**config.mk**
```make
export PLATFORM = sky130hd
export DESIGN_NAME = yutorina_bus_arbiter
export DESIGN_NICKNAME = d
export VERILOG_FILES = /design/src/rtl/yutorina_bus_arbiter_pkg.sv /design/src/rtl/yutorina_bus_arbiter_rr_pick.sv /design/src/rtl/yutorina_bus_arbiter.sv
export SDC_FILE = /design/constraint.sdc
export NUM_CORES = 1
export LEC_CHECK = 0
export ABC_AREA = 1
export ABC_CLOCK_PERIOD_IN_PS = 1980
export BUFFER_PORTS_ARGS = -buffer_cell sky130_fd_sc_hd__buf_2
export CAP_MARGIN = 20
export CORE_ASPECT_RATIO = 0.6
export CORE_MARGIN = 5
export CORE_UTILIZATION = 50
export DETAILED_ROUTE_END_ITERATION = 7
export PLACE_DENSITY = 0.86
export SYNTH_ARGS = -nofsm -noshare
export SYNTH_HDL_FRONTEND = slang
export SYNTH_SLANG_ARGS = --single-unit
```
**constraint.sdc**
```tcl
create_clock -name clk -period 1.98 [get_ports clk]
set_input_delay 0.297 -clock clk [delete_from_list [all_inputs] [get_ports clk]]
set_output_delay 0.297 -clock clk [all_outputs]
set_load 0.05 [all_outputs]
```
**src/rtl/yutorina_bus_arbiter_pkg.sv**
```systemverilog
// Shared configuration for the yutorina on-chip bus arbiter: master IDs,
// ID width, hold-limit defaults and the arbiter state encoding.
package yutorina_bus_arbiter_pkg;

  // Width of the encoded owner ID; fixed even when fewer masters are built.
  localparam int ID_W = 2;

  // Master IDs as wired inside yutorina_chip.
  localparam logic [ID_W-1:0] ID_IFETCH = 2'd0;
  localparam logic [ID_W-1:0] ID_DATA   = 2'd1;
  localparam logic [ID_W-1:0] ID_DMA    = 2'd2;
  localparam logic [ID_W-1:0] ID_DEBUG  = 2'd3;

  // Hold-limit defaults; HOLD_W must be wide enough to count to MAX_HOLD.
  localparam int MAX_HOLD_DEF = 16;
  localparam int HOLD_W_DEF   = 5;

  typedef enum logic {
    ST_IDLE  = 1'b0,
    ST_OWNED = 1'b1
  } arb_state_e;

endpackage

```
**src/rtl/yutorina_bus_arbiter_rr_pick.sv**
```systemverilog
// Combinational round-robin picker: scans the request vector starting at
// i_start and wrapping at N, returning the first requester found.
module yutorina_rr_pick
  import yutorina_bus_arbiter_pkg::*;
#(
  parameter int N = 4
) (
  input  logic [N-1:0]    i_req,
  input  logic [ID_W-1:0] i_start,
  output logic [N-1:0]    o_win,
  output logic [ID_W-1:0] o_win_id,
  output logic            o_found
);

  // First requester at or after the start pointer wins.
  always_comb begin
    // NOTE: every output gets a default before the search loop so no path
    // leaves a value unassigned, which would otherwise infer a latch.
    o_win    = '0;
    o_win_id = '0;
    o_found  = 1'b0;
    for (int i = 0; i < N; i++) begin
      for (int j = 0; j < N; j++) begin
        if (!o_found && (j == (int'(i_start) + i) % N) && i_req[j]) begin
          o_win[j] = 1'b1;
          o_win_id = ID_W'(j);
          o_found  = 1'b1;
        end
      end
    end
  end

endmodule

```
**src/rtl/yutorina_bus_arbiter.sv**
```systemverilog
// Round-robin bus arbiter for up to four masters with a hold-time limit.
// Grant, owner ID, valid and preempt pulse are all registered.
module yutorina_bus_arbiter
  import yutorina_bus_arbiter_pkg::*;
#(
  parameter int N_MASTERS = 4,
  parameter int MAX_HOLD  = MAX_HOLD_DEF,
  parameter int HOLD_W    = HOLD_W_DEF
) (
  input  logic                 clk,
  input  logic                 rst,
  input  logic [N_MASTERS-1:0] m_req,
  input  logic [N_MASTERS-1:0] m_busy,
  output logic [N_MASTERS-1:0] m_grnt,
  output logic [ID_W-1:0]      grnt_id,
  output logic                 grnt_vld,
  output logic                 preempt
);

  localparam logic [ID_W-1:0]   LAST_ID    = ID_W'(N_MASTERS - 1);
  localparam logic [HOLD_W-1:0] HOLD_MAX   = HOLD_W'(MAX_HOLD);
  localparam bit                PREEMPT_EN = (MAX_HOLD > 0);

  arb_state_e            r_state,      w_state_nxt;
  logic [N_MASTERS-1:0]  r_grnt,       w_grnt_nxt;
  logic [ID_W-1:0]       r_grnt_id,    w_grnt_id_nxt;
  logic                  r_grnt_vld,   w_grnt_vld_nxt;
  logic                  r_preempt,    w_preempt_nxt;
  logic [ID_W-1:0]       r_last_owner, w_last_owner_nxt;
  logic [HOLD_W-1:0]     r_hold_cnt,   w_hold_cnt_nxt;

  logic [ID_W-1:0]       w_start;
  logic                  w_owner_req;
  logic                  w_owner_busy;
  logic [N_MASTERS-1:0]  w_others;
  logic [N_MASTERS-1:0]  w_win;
  logic [ID_W-1:0]       w_win_id;
  logic                  w_found;

  // Search starts just past the last owner, wrapping at N_MASTERS.
  assign w_start      = (r_last_owner == LAST_ID) ? '0 : r_last_owner + 1'b1;
  // The grant is one-hot (or zero), so masking picks out the owner's bits.
  assign w_owner_req  = |(m_req  & r_grnt);
  assign w_owner_busy = |(m_busy & r_grnt);
  // Owner's request is excluded from re-arbitration; in IDLE r_grnt is zero
  // so this is simply m_req.
  assign w_others     = m_req & ~r_grnt;

  yutorina_rr_pick #(
    .N (N_MASTERS)
  ) u_rr_pick (
    .i_req    (w_others),
    .i_start  (w_start),
    .o_win    (w_win),
    .o_win_id (w_win_id),
    .o_found  (w_found)
  );

  // Next-state and next-output logic for the IDLE/OWNED arbiter.
  always_comb begin
    w_state_nxt      = r_state;
    w_grnt_nxt       = r_grnt;
    w_grnt_id_nxt    = r_grnt_id;
    w_last_owner_nxt = r_last_owner;
    w_hold_cnt_nxt   = r_hold_cnt;
    w_preempt_nxt    = 1'b0;

    unique case (r_state)
      ST_IDLE: begin
        if (w_found) begin
          w_state_nxt      = ST_OWNED;
          w_grnt_nxt       = w_win;
          w_grnt_id_nxt    = w_win_id;
          w_last_owner_nxt = w_win_id;
          w_hold_cnt_nxt   = '0;
        end
      end

      ST_OWNED: begin
        if (!w_owner_req) begin
          // Voluntary release: hand over directly or fall back to IDLE.
          w_hold_cnt_nxt = '0;
          if (w_found) begin
            w_grnt_nxt       = w_win;
            w_grnt_id_nxt    = w_win_id;
            w_last_owner_nxt = w_win_id;
          end else begin
            w_state_nxt   = ST_IDLE;
            w_grnt_nxt    = '0;
            w_grnt_id_nxt = '0;
          end
        end else if (PREEMPT_EN && (r_hold_cnt == HOLD_MAX) && w_found &&
                     !w_owner_busy) begin
          // Hold limit reached with someone waiting: force a switch.
          w_grnt_nxt       = w_win;
          w_grnt_id_nxt    = w_win_id;
          w_last_owner_nxt = w_win_id;
          w_hold_cnt_nxt   = '0;
          w_preempt_nxt    = 1'b1;
        end else if (w_found && (r_hold_cnt != HOLD_MAX)) begin
          // Count only cycles in which another master is waiting.
          w_hold_cnt_nxt = r_hold_cnt + 1'b1;
        end
      end

      default: begin
        w_state_nxt   = ST_IDLE;
        w_grnt_nxt    = '0;
        w_grnt_id_nxt = '0;
      end
    endcase

    w_grnt_vld_nxt = |w_grnt_nxt;
  end

  // State and output registers; reset clears all grants asynchronously.
  always_ff @(posedge clk or negedge rst) begin
    if (!rst) begin
      // NOTE: last owner resets to the top ID so master 0 is searched first.
      r_state      <= ST_IDLE;
      r_grnt       <= '0;
      r_grnt_id    <= '0;
      r_grnt_vld   <= 1'b0;
      r_preempt    <= 1'b0;
      r_last_owner <= LAST_ID;
      r_hold_cnt   <= '0;
    end else begin
      // NOTE: non-blocking assignments so every register samples the values
      // from before this edge, independent of statement order.
      r_state      <= w_state_nxt;
      r_grnt       <= w_grnt_nxt;
      r_grnt_id    <= w_grnt_id_nxt;
      r_grnt_vld   <= w_grnt_vld_nxt;
      r_preempt    <= w_preempt_nxt;
      r_last_owner <= w_last_owner_nxt;
      r_hold_cnt   <= w_hold_cnt_nxt;
    end
  end

  assign m_grnt   = r_grnt;
  assign grnt_id  = r_grnt_id;
  assign grnt_vld = r_grnt_vld;
  assign preempt  = r_preempt;

endmodule

```
Yosys cells after proc, flatten, opt, wreduce, memory -nomap -nowiden. Index checks and enable logic that the tools add are counted.

$add $sub $neg: 5. Multipliers: 0. Div/mod/pow operators: 0. Order comparisons: 0. Equality and inequality tests: 18. Shifts and indexed selects: 0. Multiplexer cells: 71. Bitwise gates (word level): 8. Reductions and logical operators: 62.

Operator list (count): 32-bit zero test (4); 2-bit two-way mux (21); 1-bit two-way mux (37); 1-bit logical AND (34); 5-bit two-way mux (4); 3-bit equality test, first input constant (6); 1-bit zero test (16); 4-bit two-way mux (4); 4-bit AND (3); 4-bit OR reduction (3); 5-bit one-hot mux with 2 select lines (1); 2-bit by 3-bit equality test with 1-bit output, first input constant (3); 2-bit one-hot mux with 2 select lines (2); 4-bit one-hot mux with 2 select lines (1); 2-bit OR reduction (3); 5-bit by 1-bit adder with 5-bit output, second input constant (1); 5-bit equality test, second input constant (1); 5-bit != test, second input constant (1); 2-bit by 1-bit adder with 2-bit output, second input constant (2); 2-bit adder, second input constant (2); 2-bit equality test, first input constant (2); 4-bit by 2-bit != test with 1-bit output, second input constant (1); 4-bit inverter (1); 2-bit AND reduction (2); other kinds (7) (9).

Register bits after elaboration: 16. Bits in latches: 0. RAM bits: 0. Memory bits (read-only): 0. Input bits: 10. Output and inout port bits: 8. Word-level logic and storage cells: 171. Memories: 0.

Depth between registers and ports, before layout.
Word-level depth: 71. Depth in mapped cells: 19. Mapped depth without buffers: 19.

Cells and area by module. Synthesis repeated with hierarchy kept, for this count alone.

Cells, all modules: 190. Area, all modules: 1331.3 µm².

Modules (own cells, without submodules): yutorina_bus_arbiter (times used 1, cells an instance 113, area an instance 928.4 µm², seq. area each 402.9 µm²); yutorina_rr_pick (times used 1, cells an instance 77, area an instance 402.9 µm², seq. area each 0.0 µm²).

Worst setup path before layout. Ideal clock, no wire load.

Path type: register -> register. Start: register r_grnt[3] (netlist: m_grnt[3]). End: register r_grnt_vld (netlist: grnt_vld). Library setup time: 0.119 ns. Arrival time: 2.383 ns. Required time: 1.861 ns. Setup slack: -0.521 ns. Cell stages (with the launch flop): 18. Buffers on the path: 0. Period minus slack after synthesis: 2.501 ns. Path through: dfrtp_1 nor2_1 nand2_1 nand2_2 nor2_4 nand4_4 nor2_4 nand4_1 nand3_2 nor2_4 nand3_4 nand2_2 nand2_2 nand2_4 nand2_1 nand2_2 nor2_1 nand2_1.

Word-level cells in the longest chain between the ends: 58. Elaborated cells between the ends (all ways): 78. Classes of those cells: 31 x mux; 4 x bitwise; 43 x reduce/logical.

RTL lines: from (decl) (RTL line yutorina_bus_arbiter.sv:25) `logic [N_MASTERS-1:0] r_grnt, w_grnt_nxt;`; from (signal assigned) (RTL line yutorina_bus_arbiter.sv:131) `r_grnt <= w_grnt_nxt;`; 4-bit inverter (RTL line yutorina_bus_arbiter.sv:47) `assign w_others = m_req & ~r_grnt;`; 4-bit AND (RTL line yutorina_bus_arbiter.sv:47); 1-bit logical AND (RTL line yutorina_bus_arbiter_rr_pick.sv:24) `if (!o_found && (j == (int'(i_start) + i) % N) && i_req[j]) begin`; 1-bit two-way mux (RTL line yutorina_bus_arbiter_rr_pick.sv:24); 1-bit zero test (RTL line yutorina_bus_arbiter_rr_pick.sv:24); 1-bit logical AND (2 in a row) (RTL line yutorina_bus_arbiter_rr_pick.sv:24); 1-bit two-way mux (RTL line yutorina_bus_arbiter_rr_pick.sv:24); 1-bit zero test (RTL line yutorina_bus_arbiter_rr_pick.sv:24); [42 not listed]; 1-bit two-way mux (RTL line yutorina_bus_arbiter_rr_pick.sv:24); 1-bit logical AND (2 in a row) (RTL line yutorina_bus_arbiter.sv:92) `end else if (PREEMPT_EN && (r_hold_cnt == HOLD_MAX) && w_found &&`; 4-bit two-way mux (RTL line yutorina_bus_arbiter.sv:92); 4-bit two-way mux (RTL line yutorina_bus_arbiter.sv:80) `if (!w_owner_req) begin`; 4-bit one-hot mux with 2 select lines (*) (RTL line yutorina_bus_arbiter.sv:68) `unique case (r_state)`; net w_grnt_nxt[0] (RTL line yutorina_bus_arbiter.sv:25); 4-bit OR reduction (*) (RTL line yutorina_bus_arbiter.sv:113) `w_grnt_vld_nxt = |w_grnt_nxt;`; net w_grnt_vld_nxt (RTL line yutorina_bus_arbiter.sv:27) `logic r_grnt_vld, w_grnt_vld_nxt;`; to (signal assigned) (RTL line yutorina_bus_arbiter.sv:133) `r_grnt_vld <= w_grnt_vld_nxt;`; to (decl) (RTL line yutorina_bus_arbiter.sv:27).

The timed path passes the listed nets; every way through them passes the cells marked *. A chain may end at the register's enable or synchronous reset.

Worst setup path in the final report.
Start: register r_last_owner[0]. End: register r_grnt_vld (netlist: grnt_vld).

Word-level cells in the longest chain between the ends: 71. Elaborated cells between the ends (all ways): 113. Classes of those cells: 4 x add/sub; 13 x eq/ne; 37 x mux; 3 x bitwise; 56 x reduce/logical.

RTL lines: from (decl) (RTL line yutorina_bus_arbiter.sv:29) `logic [ID_W-1:0] r_last_owner, w_last_owner_nxt;`; from (signal assigned) (RTL line yutorina_bus_arbiter.sv:135) `r_last_owner <= w_last_owner_nxt;`; 2-bit by 1-bit adder with 2-bit output or 2-bit equality test (tied branches) (RTL line yutorina_bus_arbiter.sv:41) `assign w_start = (r_last_owner == LAST_ID) ? '0 : r_last_owner + 1'b1;`; 2-bit two-way mux (*) (RTL line yutorina_bus_arbiter.sv:41); 32-bit zero test (RTL line yutorina_bus_arbiter_rr_pick.sv:24); 1-bit logical AND (RTL line yutorina_bus_arbiter_rr_pick.sv:24); 1-bit two-way mux (RTL line yutorina_bus_arbiter_rr_pick.sv:24); 1-bit zero test (RTL line yutorina_bus_arbiter_rr_pick.sv:24); 1-bit logical AND (2 in a row) (RTL line yutorina_bus_arbiter_rr_pick.sv:24); 1-bit two-way mux (RTL line yutorina_bus_arbiter_rr_pick.sv:24); [55 not listed]; 1-bit two-way mux (RTL line yutorina_bus_arbiter_rr_pick.sv:24); 1-bit logical AND (2 in a row) (RTL line yutorina_bus_arbiter.sv:92); 4-bit two-way mux (RTL line yutorina_bus_arbiter.sv:92); 4-bit two-way mux (RTL line yutorina_bus_arbiter.sv:80); 4-bit one-hot mux with 2 select lines (*) (RTL line yutorina_bus_arbiter.sv:68); net w_grnt_nxt[3] (RTL line yutorina_bus_arbiter.sv:25); 4-bit OR reduction (*) (RTL line yutorina_bus_arbiter.sv:113); net w_grnt_vld_nxt (RTL line yutorina_bus_arbiter.sv:27).

Marked as above.

==> impl_metrics.tcl <==
set metrics [dict create \
    status "finished with violations" \
    violations "setup timing" \
    grt_pass1_wl_um 8180 \
    power_mw 3.56 \
    grt_max_degree 17 \
    worst_setup_path_end_kind "register" \
    synth-adder-area-share 0.0219 \
    setup-violations-final 16 \
    grt_util_met1 0.362 \
    die_w_um 71.7 \
    coreArea_sq_um 2180 \
    max_cap_violations 0 \
    antenna_cells 0 \
    ant_nets 0 \
    vias 1776 \
    synth-simple-area-share 0.456 \
    clock_sinks 16 \
    insertion_delay_ns 0.27 \
    cts_root_buffer "clkbuf_8" \
    synth_top_area_share 0.307 \
    synth_top_family_by_area "simple AND/OR/NAND/NOR gates" \
    top_usage_layer "met2" \
    reg2reg_depth 17 \
    via_per_inst 6.88 \
    die_h_um 47.0 \
    die-area_sq_um 3370 \
    synth_compound_area_frac 0.0701 \
    p_per_area_nw_per_um2 1940 \
    crit_type "reg2reg" \
    drt-total-wl_um 6130 \
    io_buffers 17 \
    syn2layout_area_growth_pct 61.2 \
    placed_cells 237 \
    worstPathMaxFanout 7 \
    min_period_ns 2.81 \
    cp-start-kind "register" \
    numCtsBuffers 3 \
    synth_flop_cell "dfrtp_1" \
    irDropWorstVdd_mv 1.15 \
    track_usage 0.335 \
    grtUsageMet2 0.524 \
    floorplan.initialDensity 0.524 \
    synth_seq_cells 16 \
    synthDistinctLibCells 24 \
    drt-initial-drc-count 359 \
    drive_above_1_share 0.509 \
    skew_ns 0.00602 \
    clock_tree.buffer_depth 2 \
    synth_area_sq_um 1140 \
    final_common_cell "buf_4" \
    fmax_mhz 356 \
    yosys.area.top_type "dfrtp_1" \
    worst_pin_slew_ns 0.516 \
    fill_cells 105 \
    yosys.area_share.xor_xnor 0.00767 \
    yosysWarnings 0 \
    ioPinCount 18 \
    gp_congestion 1.08 \
    rows 13 \
    min_path_type "reg2reg" \
    grt_overflow 0 \
    grt_pass1_vias 1663 \
    htreeDepth 1 \
    postSynthAreaPerCell_sq_um 7.10 \
    cts.clk_slew.worst_paths_ns 0.07 \
    final_cell_mix "buf_4, nand2_1, inv_1" \
    layout_setup_ws_ns -0.827 \
    met3_usage 0.145 \
    fin_crit_sh 1.42 \
    detail_route.wl_per_cell_um 23.7 \
    rsz0062_at_grt "yes" \
    synth_area_leaders "dfrtp_1, nand2_1, inv_1, nand4_1, nand3_1" \
    slew_viol_final 0 \
    hold_viol_final 0 \
    cts_tree "built" \
    netlist_instances 161 \
    fin_cells 258 \
    slew_headroom 0.654 \
    async_reset_ff_frac 1.00 \
    dp_hpwl_um 3030 \
    antenna_found_initial 0 \
    cp_data_arrival_time_ns 2.95 \
    min_delay_path_depth 2 \
    leakage_nw 0.948 \
    required_ns 2.13 \
    drc 0 \
    synth_fp_nets 173 \
    fin_nets 241 \
    synthMuxAreaShare 0 \
    drt_first_pass_iters 8 \
    yosysSeqAreaShare 0.353 \
    synth_edf_count 0 \
]
## timing repair
item | in CTS | in global routing
pin swaps | 10 | 15
hold buffers | 1 | 0
endpoints found under the setup margin | 16 | 16
hold endpoints to repair | 14 | 0
buffers inserted | 12 | 5
resized for setup | 18 | 22
## cell type report
cell class | count | area [sq um] | area share
multi-input cells | 117 | 787 | 0.427
repair buffers | 63 | 444 | 0.241
flip-flops and latches | 16 | 408 | 0.221
inverters | 28 | 110 | 0.0598
clock buffers | 4 | 55.1 | 0.0299
well taps | 30 | 37.5 | 0.0204
## registers in the layout, summed over array words and instances (netlist names)
name and cells:
grnt_id 2, grnt_vld 1, m_grnt 4, preempt 1, r_hold_cnt 5, r_last_owner 2
r_state 1
## cells in the mapped netlist (2+ instances only)
| cell | number |
|---|---|
| nand2_1 | 43 |
| inv_1 | 27 |
| dfrtp_1 | 14 |
| nor2_1 | 13 |
| nand4_1 | 12 |
| nand3_1 | 11 |
| nand2_2 | 6 |
| o21ai_1 | 5 |
| a21oi_1 | 4 |
| nor3_1 | 4 |
| nor2_2 | 3 |
| nor2_4 | 3 |
| dfstp_2 | 2 |
| ha_1 | 2 |
| nand3_2 | 2 |
| o21ai_0 | 2 |
## kinds of logic (layout without fill, tap and decap cells)
kind of cell	count (synthesis)	count (layout)
adders and majority gates	2	2
AOI/OAI and AO/OA	14	14
DFF	16	16
buffers and inverters	28	95
xor gates and xnor gates	1	1
and+or+nand+nor	100	100
## worst paths after layout
check / start / end / slack [ns]
min in group asynchronous: rst / preempt$_DFF_PN0_ / 0.48
worst min register to register: grnt_id[1]$_DFFE_PN0P_ / grnt_id[1]$_DFFE_PN0P_ / 0.47
worst max-delay path: r_last_owner[0]$_DFFE_PN1P_ / grnt_vld$_DFF_PN0_ / -0.83
worst max register to register: r_last_owner[0]$_DFFE_PN1P_ / grnt_vld$_DFF_PN0_ / -0.83
worst min-delay path: grnt_id[1]$_DFFE_PN0P_ / grnt_id[1]$_DFFE_PN0P_ / 0.47
max in group asynchronous: rst / r_last_owner[1]$_DFFE_PN1P_ / 1.18
## worst max-delay path, cell delays in order, from the launching register on
cell	delay, ns
dfstp_2	0.61
nor2_4	0.07
nand2_2	0.11
nand2_4	0.07
nor2_4	0.14
nand4_4	0.12
nor2_4	0.18
nand4_1	0.27
nand3_2	0.17
nor2_4	0.05
nand3_4	0.11
nand2_4	0.09
nand2_4	0.12
nand2_8	0.10
nand2_1	0.12
nand2_2	0.09
nor2_2	0.15
nand2_1	0.10
## through the flow
stage | utilization | hold slack [ns] | setup WS [ns] | area [sq um] | TNS, ns
2_1_floorplan | - | 0.00141 | -0.234 | 1170 | -2.05
3_3_place_gp | 0.693 | 0.219 | -0.288 | 1510 | -2.95
3_5_place_dp | 0.693 | 0.236 | -0.486 | 1510 | -5.86
4_1_cts | 0.792 | 0.387 | -0.444 | 1730 | -5.77
5_1_grt | 0.845 | 0.496 | -0.832 | 1840 | -11.01
6_report | 0.845 | 0.474 | -0.827 | 1840 | -10.14
## where the power goes
part | internal, mW | switching, mW | total, mW
clock network | 0.177 | 0.135 | 0.312
logic | 0.980 | 1.72 | 2.70
registers | 0.456 | 0.0978 | 0.554
total | 1.61 | 1.95 | 3.56
## metal layers
layer | up-vias | share of wire
met1 | 796 | 0.33
met2 | 226 | 0.41
met4 | 0 | 0.097
met5 | - | 0
li1 | 659 | -
met3 | 95 | 0.16
No activity file was read; power rests on OpenSTA's default activity.
